==> src/rtl/write_arb_sched.sv <==
// write_arb_sched: shares one AXI3 AW/W channel between two requesters (0 = direct path, 1 = drain path).
// Latency: AW 1 cycle from request to m_awvalid (2 cycles minimum per AW); W path combinational once granted.
// Backpressure: m_awready/m_wready pass straight back to the owning requester; a full order FIFO blocks new AW grants.
//
// Ports:
//   clk, rst               single clock, asynchronous active-high reset
//   s_awvalid/s_awready    per-requester AW handshake, s_aw_pay per-requester packed AW payload (awlen in [LEN_W-1:0])
//   s_wvalid/s_wready      per-requester W handshake, s_wlast and s_w_pay per-requester W last flag and payload
//   m_aw*                  downstream AW channel
//   m_w*                   downstream W channel
//   outstanding            number of granted bursts whose wlast has not yet been accepted
//   busy                   an AW grant is held or a burst is still owed W beats
//   len_err                one-cycle pulse on a burst whose beat count disagrees with awlen
//
// Optional feature: define WRITE_ARB_LEN_CHECK_EN to enable the burst-length checker.
// With it undefined, the order FIFO holds only the source index and len_err is tied low.

// Small synchronous FIFO with a combinational head read.
// Latency: a pushed entry is visible at the head on the next cycle.
// Backpressure: push is ignored when full and pop is ignored when empty; the caller watches full/empty.
module write_arb_sched_fifo #(
   parameter int WIDTH = 1,
   parameter int DEPTH = 4
) (
   input  logic                       clk,
   input  logic                       rst,
   input  logic                       push,
   input  logic [WIDTH-1:0]           push_dat,
   input  logic                       pop,
   output logic [WIDTH-1:0]           head_dat,
   output logic [$clog2(DEPTH):0]     count,
   output logic                       full,
   output logic                       empty
);
   localparam int PTR_W = $clog2(DEPTH);

   logic [WIDTH-1:0] mem [DEPTH];
   logic [PTR_W-1:0] wr_ptr;
   logic [PTR_W-1:0] rd_ptr;
   logic             do_push;
   logic             do_pop;

   assign full     = (count == (PTR_W+1)'(DEPTH));
   assign empty    = (count == '0);
   assign do_push  = push && !full;
   assign do_pop   = pop && !empty;
   assign head_dat = mem[rd_ptr];

   always_ff @(posedge clk or posedge rst) begin
      if (rst) begin
         wr_ptr <= '0;
         rd_ptr <= '0;
         count  <= '0;
      end else begin
         if (do_push) wr_ptr <= wr_ptr + 1'b1;
         if (do_pop)  rd_ptr <= rd_ptr + 1'b1;
         case ({do_push, do_pop})
            2'b10:   count <= count + 1'b1;
            2'b01:   count <= count - 1'b1;
            default: count <= count;
         endcase
      end
   end

   // Storage needs no reset: nothing reads an entry before it has been written.
   always_ff @(posedge clk) begin
      if (do_push) mem[wr_ptr] <= push_dat;
   end
endmodule

module write_arb_sched #(
   parameter int ID_W        = 4,
   parameter int LEN_W       = 4,
   parameter int AW_W        = 48,
   parameter int W_W         = 41,
   parameter int ORDER_DEPTH = 4
) (
   input  logic                             clk,
   input  logic                             rst,
   input  logic [1:0]                       s_awvalid,
   output logic [1:0]                       s_awready,
   input  logic [1:0][AW_W-1:0]             s_aw_pay,
   input  logic [1:0]                       s_wvalid,
   output logic [1:0]                       s_wready,
   input  logic [1:0]                       s_wlast,
   input  logic [1:0][W_W-1:0]              s_w_pay,
   output logic                             m_awvalid,
   input  logic                             m_awready,
   output logic [AW_W-1:0]                  m_aw_pay,
   output logic                             m_wvalid,
   input  logic                             m_wready,
   output logic                             m_wlast,
   output logic [W_W-1:0]                   m_w_pay,
   output logic [$clog2(ORDER_DEPTH):0]     outstanding,
   output logic                             busy,
   output logic                             len_err
);
   // awid sits in the top ID_W bits of the AW payload; the arbiter passes it through untouched.
   typedef logic [ID_W-1:0] awid_t;

`ifdef WRITE_ARB_LEN_CHECK_EN
   localparam int ENT_W = 1 + LEN_W;   // {source, awlen}
`else
   localparam int ENT_W = 1;           // {source}
`endif

   typedef enum logic {
      AW_IDLE  = 1'b0,
      AW_GRANT = 1'b1
   } aw_state_t;

   aw_state_t                      aw_state;
   logic                           gnt;
   logic                           last_gnt;
   logic                           rr_pick;
   logic                           aw_fire;
   logic                           w_fire;
   logic                           w_pop;
   logic                           head;
   logic [ENT_W-1:0]               push_dat;
   logic [ENT_W-1:0]               head_dat;
   logic [$clog2(ORDER_DEPTH):0]   fifo_cnt;
   logic                           fifo_full;
   logic                           fifo_empty;

   // Round-robin: a tie goes to whoever did not win last; a lone request simply wins.
   always_comb begin
      rr_pick = last_gnt;
      if (s_awvalid == 2'b11) rr_pick = ~last_gnt;
      else                    rr_pick = s_awvalid[1];
   end

   // fifo_full is the registered occupancy, so a pop in the same cycle cannot open the gate early.
   // The grant is frozen for as long as m_awvalid is high, keeping m_aw_pay stable under backpressure.
   always_ff @(posedge clk or posedge rst) begin
      if (rst) begin
         aw_state  <= AW_IDLE;
         gnt       <= 1'b0;
         last_gnt  <= 1'b1;
         m_awvalid <= 1'b0;
      end else begin
         case (aw_state)
            AW_IDLE: begin
               if ((|s_awvalid) && !fifo_full) begin
                  gnt       <= rr_pick;
                  m_awvalid <= 1'b1;
                  aw_state  <= AW_GRANT;
               end
            end
            AW_GRANT: begin
               if (m_awready) begin
                  last_gnt  <= gnt;
                  m_awvalid <= 1'b0;
                  aw_state  <= AW_IDLE;
               end
            end
            default: begin
               m_awvalid <= 1'b0;
               aw_state  <= AW_IDLE;
            end
         endcase
      end
   end

   assign m_aw_pay = s_aw_pay[gnt];
   assign aw_fire  = m_awvalid && m_awready;

   always_comb begin
      s_awready = 2'b00;
      if (m_awvalid) s_awready[gnt] = m_awready;
   end

`ifdef WRITE_ARB_LEN_CHECK_EN
   assign push_dat = {gnt, s_aw_pay[gnt][LEN_W-1:0]};
`else
   assign push_dat = gnt;
`endif

   // Order FIFO: one entry per accepted AW, popped by the matching wlast handshake.
   // Because the grant only happens when not full and nothing else pushes while granted,
   // the handshake push can never land on a full FIFO.
   write_arb_sched_fifo #(
      .WIDTH (ENT_W),
      .DEPTH (ORDER_DEPTH)
   ) u_order_fifo (
      .clk      (clk),
      .rst      (rst),
      .push     (aw_fire),
      .push_dat (push_dat),
      .pop      (w_pop),
      .head_dat (head_dat),
      .count    (fifo_cnt),
      .full     (fifo_full),
      .empty    (fifo_empty)
   );

   // W routing follows the FIFO head; beats for a burst whose AW is not yet accepted simply stall upstream.
   assign head    = head_dat[ENT_W-1];
   assign m_wvalid = !fifo_empty && s_wvalid[head];
   assign m_wlast  = s_wlast[head];
   assign m_w_pay  = s_w_pay[head];
   assign w_fire   = m_wvalid && m_wready;
   assign w_pop    = w_fire && m_wlast;

   always_comb begin
      s_wready = 2'b00;
      if (!fifo_empty) s_wready[head] = m_wready;
   end

   assign outstanding = fifo_cnt;
   assign busy        = m_awvalid || !fifo_empty;

`ifdef WRITE_ARB_LEN_CHECK_EN
   logic [LEN_W:0] beat_cnt;    // beats already accepted in the current burst
   logic [LEN_W:0] beat_num;    // 1-based number of the beat now on the bus
   logic [LEN_W:0] exp_beats;   // awlen + 1

   assign beat_num  = beat_cnt + 1'b1;
   assign exp_beats = {1'b0, head_dat[LEN_W-1:0]} + 1'b1;

   // Flags a wlast that arrives early or late, and a missing wlast on the beat that should have ended the burst.
   always_ff @(posedge clk or posedge rst) begin
      if (rst) begin
         beat_cnt <= '0;
         len_err  <= 1'b0;
      end else begin
         len_err <= 1'b0;
         if (w_fire) begin
            if (m_wlast) begin
               beat_cnt <= '0;
               len_err  <= (beat_num != exp_beats);
            end else begin
               beat_cnt <= beat_num;
               len_err  <= (beat_num == exp_beats);
            end
         end
      end
   end
`else
   assign len_err = 1'b0;
`endif
endmodule

==> config.mk <==
export PLATFORM = sky130hd
export DESIGN_NAME = write_arb_sched
export DESIGN_NICKNAME = d
export VERILOG_FILES = /design/src/rtl/write_arb_sched.sv
export SDC_FILE = /design/constraint.sdc
export NUM_CORES = 1
export LEC_CHECK = 0
export CAP_MARGIN = 20
export CORE_AREA = 2 2 113 115
export CTS_BUF_LIST = sky130_fd_sc_hd__clkbuf_2
export CTS_CLUSTER_DIAMETER = 50
export DETAILED_ROUTE_END_ITERATION = 10
export DIE_AREA = 0 0 115 117
export HOLD_SLACK_MARGIN = 0.06
export SYNTH_ARGS = -nofsm -noshare
export SYNTH_HDL_FRONTEND = slang
export SYNTH_SLANG_ARGS = --single-unit
==> constraint.sdc <==
create_clock -name clk -period 4.8 [get_ports clk]
set_input_delay 0.96 -clock clk [delete_from_list [all_inputs] [get_ports clk]]
set_output_delay 0.96 -clock clk [all_outputs]
set_load 0.01 [all_outputs]
==> results.txt, run 1 <==
DRC violations left: 0
Fin. Hold Viols: 0
Top cells by area, synth: mux2_2 38%, mux2_4 19%, dfrtp_1 12%
Wirelength, routed: 9270 um
Most frequent cells after synthesis: 68 x mux2_2, 25 x mux2_4, 10 x dfrtp_1
Dpl cell area: 5000 sq um
Core box area: 12300 sq um
Worst rel slew slack: 0.398
Largest net degree at the start of global routing: 44
Drt first pass iters: 4
Clock sinks: 15
Die Ht: 117 um
Seq pwr share: 0.155
Pwr Density: 402 nW/um^2
Synthesis warning total: 0
Setup CP Type: flip-flop to output pin
Crit Reg-Reg Startpoint: u_order_fifo.rd_ptr[0]
TritonCTS clock tree: yes
Root buffer cell: clkbuf_2
Switching pwr: 732 uW
CTS Buffer Depth: 2
Post-route ant nets: 0
# rows: 41
Worst IR Drop VDD: 0.200 mV
Sw frac: 0.362
Starting Density: 0.163
I/O pin count: 289
Logic pwr share: 0.816
Post-Syn Nets: 372
Netlist cell types: 30
Share of Yosys cell area claimed by the top area cell type: 0.382
Initial antenna violation count: 0
H-Tree Depth: 1
Crit. Startpoint: u_order_fifo.rd_ptr[0]
Period utilization: 0.796
Worst r2r dst: u_order_fifo.count[2]
Hold Path Class: flip-flop to flip-flop
Crit-path max cell delay: 0.90 ns
Top FF cell, synth: dfrtp_1
Peak fanout along the critical path: 32
CP Capture Point: m_w_pay[17]
CTS hold repair buffers: 0
Slew Limit Fails: 0
Run status: complete, no violations
Avg Inst Size Synth: 11.3 sq um
Max Cap Viol: 0
Crit end category: output pin
Fillers: 1213
R2R Setup Slk: 2.01 ns
Post-CTS setup buffer count: 0
EDFF count, synth: 4
Final nets: 654
Worst Path Arrival: 2.86 ns
HPWL after DPL: 8060 um
Req. time, crit path: 3.84 ns
TritonCTS buffer count: 3
Min Tclk post-route: 3.82 ns
Clock Latency Late Sink: 0.29 ns
Port bufs: 287
RSZ-0062 raised after global routing: no
Mapped Cells: 178
Full die area: 13500 sq um
R2R depth: 9
Fin area: 5020 sq um
Asr flop ratio synth: 0.733
Total Neg Setup Slack: 0 ns
Slowest CP cell: mux4_2
Final RePlAce weighted congestion: 0.812
Gr usage total: 0.125
P_leak: 0.00197 uW
Most numerous cell in the Yosys netlist: mux2_2
P&R area growth vs syn: 150%
Initial DRC count: 57
Post-synthesis sequential area ratio: 0.198
First-pass GRT wire length: 13100 um
Int Pwr: 1290 uW
GRT Residual Overflow: 0
Post-synthesis cell area: 2010 sq um
#FFs+latches synth: 15
Via count: 2473
Max frequency: 262 MHz
ANT cells: 0
Post-CTS resize count: 0
Worst Tran Pin Value: 0.903 ns
Die W: 115 um
Worst Skew: 0.0184 ns
Drt wl/cell: 15.2 um
Clk slew on worst S/H paths: 0.16 ns
Crit-path cells: mux4_2, buf_4, mux2_4, clkdlybuf4s50_1
Cell taking the most area after synthesis: mux2_2
Worst Setup Start Kind: flip-flop
Avg Vias per Cell: 4.06
Hold WS: 0.549 ns
Vias in the first global route: 2592
Clk network pwr share: 0.030
Setup violators final: 0
Fraction of layout cells with a size suffix above 1: 0.222
power by group through the flow:
stage | Clock (uW) | Combinational [uW] | Sequential, uW
floorplan | 0 | 941 | 251
global placement | 0 | 1660 | 312
detailed placement | 0 | 1660 | 318
CTS | 63.7 | 1670 | 315
global route | 69.3 | 1760 | 332
finish | 59.8 | 1650 | 312
layout by cell type, fill, tap and decap left out:
cell	count
a21oi_1	2
a31oi_1	2
a32o_1	1
and2_1	4
and3_1	1
buf_4	2
clkbuf_2	3
clkdlybuf4s50_1	287
clkinv_2	1
conb_1	1
dfrtp_1	9
dfrtp_2	1
dfstp_2	1
edfxtp_1	4
fa_1	1
ha_1	5
inv_1	5
mux2_2	68
mux2_4	25
mux2i_1	3
mux4_2	1
nand2_1	9
nand2b_1	2
nor2_1	8
nor2b_1	1
nor3_1	1
nor3b_1	1
o21ai_0	4
o31ai_1	1
xnor2_1	3
xor2_1	2
critical path, delay by kind of cell (launching register included):
family | cells | cell delay [ns]
flops | 1 | 0.45
mux | 2 | 1.23
buf+inv | 2 | 0.89
per-stage QoR:
step	instances	power, uW	setup slack, ns	util
6_report	609	2020	0.980	0.408
4_1_cts	609	2050	0.925	0.408
3_3_place_gp	605	1970	1.32	0.406
5_1_grt	609	2160	0.796	0.408
2_1_floorplan	178	1190	2.33	-
3_5_place_dp	605	1980	1.28	0.406
sequential cells by signal (all words and copies together) (netlist names):
signal / count
aw_state: 1
u_order_fifo.wr_ptr: 2
last_gnt: 1
m_awvalid: 1
u_order_fifo.rd_ptr: 2
u_order_fifo.count: 3
u_order_fifo.mem: 4
gnt: 1
kinds of logic after synthesis:
logic type,Yosys count,synth area share
xor gates and xnor gates,5,0.0218
other,1,0.00187
and+or+nand+nor,27,0.0630
adders and majority gates,6,0.0412
buffers and inverters,17,0.0493
AOI/OAI and AO/OA,10,0.0299
muxes,97,0.595
DFF,15,0.198
final cells by class:
type	instances	area (sq um)	share of cell area
Tap cell	150	188	0.0374
Clock buffer	3	15.0	0.00299
Inverter	5	18.8	0.00374
Clock inverter	1	5.00	0.000997
Sequential cell	15	398	0.0792
Timing Repair Buffer	289	2890	0.575
Multi-Input combinational cell	146	1510	0.301
worst min path at each step:
stage,depth (start not counted),start,slack [ns],end
final,1,u_order_fifo.rd_ptr[0],0.55,u_order_fifo.rd_ptr[0]
after global routing,1,u_order_fifo.rd_ptr[0],0.58,u_order_fifo.rd_ptr[0]
after CTS,1,u_order_fifo.rd_ptr[0],0.55,u_order_fifo.rd_ptr[0]
after detailed placement,2,m_awvalid,0.53,m_awvalid
after global placement,1,u_order_fifo.rd_ptr[0],0.52,u_order_fifo.rd_ptr[0]
after floorplan,0,gnt,0.47,u_order_fifo.mem[0]
per-layer routing:
layer / wire length [um] / vias to the layer above / GRT usage
met5: 0 / - / 0
met4: 96 / 0 / 0.0185
met3: 1380 / 8 / 0.0628
met2: 4700 / 182 / 0.241
met1: 3100 / 1082 / 0.123
li1: - / 1201 / -
Note: power is estimated with default switching activity, not from simulation.
==> run 2: changes to the inputs <==
CORE_AREA = 2 2 114 116   (was 2 2 113 115)
DIE_AREA = 0 0 116 118   (was 0 0 115 117)
clock period = 3.85 ns   (was 4.8 ns; I/O delays follow)
==> results.txt, run 2 (synthesized netlist as in run 1, its figures left out) <==
Worst r2r dst: u_order_fifo.count[2]
Initial antenna violation count: 1 (+1)
Fin. Hold Viols: 0 (unchanged)
Clock Latency Late Sink: 0.27 ns (-0.02 ns)
Clk network pwr share: 0.028 (-0.002)
Worst Path Arrival: 2.31 ns (-0.55 ns)
Most frequent cells in the layout: 287 x clkdlybuf4s50_1, 68 x mux2_2, 25 x mux2_4
R2R depth: 9 (unchanged)
GRT Residual Overflow: 0 (unchanged)
Sw frac: 0.359 (-0.00298)
Core box area: 12400 sq um (+0.83%)
Drt wl/cell: 15.4 um (+1.4%)
Port bufs: 287 (unchanged)
Slew Limit Fails: 0 (unchanged)
Run status: complete, no violations
RSZ-0062 raised after global routing: no
First-pass GRT wire length: 14200 um (+8.3%)
Fin area: 5080 sq um (+1.1%)
CTS Buffer Depth: 2 (unchanged)
DRC violations left: 0 (unchanged)
Max frequency: 324 MHz
Worst Skew: 0.00288 ns (-0.0156 ns)
TritonCTS buffer count: 3 (unchanged)
Largest net degree at the start of global routing: 48 (+9.1%)
Crit Reg-Reg Startpoint: u_order_fifo.rd_ptr[0]
H-Tree Depth: 1 (unchanged)
P&R area growth vs syn: 153%
Period utilization: 0.801
Vias in the first global route: 2675 (+3.2%)
I/O pin count: 289 (unchanged)
CTS hold repair buffers: 0 (unchanged)
Post-CTS resize count: 0 (unchanged)
Setup violators final: 0 (unchanged)
# rows: 41 (unchanged)
Req. time, crit path: 3.08 ns (-0.76 ns)
Crit-path max cell delay: 0.57 ns (-0.33 ns)
Tot Pwr: 2550 uW (+26%)
CP delay by family, top: buffers and inverters
Int Pwr: 1630 uW (+27%)
Max Cap Viol: 0 (unchanged)
Final RePlAce weighted congestion: 0.823 (+1.4%)
TritonCTS clock tree: yes
Pwr Density: 502 nW/um^2 (+25%)
Hold WS: 0.546 ns (-0.00315 ns)
Util after Layout: 0.409 (+0.00127)
Top flop regs: u_order_fifo.mem (4), u_order_fifo.count (3)
Die Ht: 118 um (+0.85%)
Clock sinks: 15 (unchanged)
Max reg flops: 4 (unchanged)
Hold Path Sink: u_order_fifo.rd_ptr[0]
Min Tclk post-route: 3.08 ns
Most common cell after layout, fill and taps aside: clkdlybuf4s50_1
P_leak: 0.00198 uW (+0.47%)
Dpl cell area: 5050 sq um (+1.1%)
Slowest CP cell: clkdlybuf4s50_1
Root buffer cell: clkbuf_2
Drt first pass iters: 4 (unchanged)
Peak fanout along the critical path: 47 (+47%)
Worst Tran Pin Value: 0.515 ns (-0.388 ns)
Crit end category: output pin
Logic pwr share: 0.845 (+0.029)
Final nets: 654 (unchanged)
Die W: 116 um (+0.87%)
Wirelength, routed: 9770 um (+5.4%)
Gr usage total: 0.132 (+0.00726)
Starting Density: 0.162 (-0.00135)
Switching pwr: 915 uW (+25%)
Crit path buf inv count: 2 (unchanged)
Seq pwr share: 0.128 (-0.027)
Total Neg Setup Slack: 0 ns (unchanged)
Avg Vias per Cell: 3.97 (-2.2%)
Fraction of layout cells with a size suffix above 1: 0.222 (unchanged)
Setup CP Type: flip-flop to output pin
R2R Setup Slk: 1.27 ns (-0.74 ns)
Top reg by flops: u_order_fifo.mem
Worst IR Drop VDD: 0.240 mV (+20%)
Via count: 2515 (+1.7%)
Critical hold path startpoint: u_order_fifo.rd_ptr[0]
Crit-path cells: mux4_2, buf_12, mux2_2, clkdlybuf4s50_1
Hold Path Class: flip-flop to flip-flop
Worst Setup Start Kind: flip-flop
Post-route ant nets: 0 (unchanged)
Full die area: 13700 sq um (+1.7%)
Clk slew on worst S/H paths: 0.14 ns (-0.02 ns)
HPWL after DPL: 8610 um (+6.8%)
Post-CTS setup buffer count: 0 (unchanged)
Worst rel slew slack: 0.657 (+0.259)
Initial DRC count: 64 (+12%)
Hold Crit Depth: 1 (unchanged)
## run 2: worst max-delay path by stage
stage | startpoint | end | slack (ns) | depth (start not counted)
after floorplan | u_order_fifo.rd_ptr[0] | u_order_fifo.count[2] | 1.40 | 10
after global placement | m_awready | u_order_fifo.count[2] | 0.93 | 9
after detailed placement | m_awready | u_order_fifo.count[2] | 0.86 | 9
after CTS | u_order_fifo.rd_ptr[0] | m_wlast | 0.74 | 4
after global routing | u_order_fifo.rd_ptr[0] | m_wlast | 0.64 | 4
final | u_order_fifo.rd_ptr[0] | m_w_pay[34] | 0.77 | 4
## run 2: power by group through the flow
stage                     registers (uW)  logic, uW  clock network (uW)
after floorplan                      314       1170                   0
after global placement               328       2160                   0
after detailed placement             331       2170                   0
after CTS                            328       2180                73.9
after global routing                 342       2300                81.5
final                                325       2150                70.7
## run 2: layout make-up
| type | count | area (sq um) |
|---|---|---|
| Timing Repair Buffer | 289 | 2910 |
| Clock inverter | 1 | 5.00 |
| Fill cell | 1249 | 7330 |
| Clock buffer | 3 | 15.0 |
| Inverter | 5 | 18.8 |
| Multi-Input combinational cell | 146 | 1510 |
| Sequential cell | 15 | 398 |
| Antenna cell | 2 | 5.00 |
| Tap cell | 172 | 215 |
## run 2: metal layers
layer / wire length (um) / GRT usage / vias to the layer above
met5: 0 / 0 / -
met4: 124 / 0.0179 / 0
met1: 3570 / 0.141 / 1125
met2: 4820 / 0.247 / 181
li1: - / - / 1203
met3: 1260 / 0.0541 / 6
## run 2: metrics by stage
step | std cells | setup slack, ns
after floorplan | 178 | 1.40
after global placement | 627 | 0.927
after detailed placement | 627 | 0.857
after CTS | 631 | 0.742
after global routing | 633 | 0.636
final | 633 | 0.768
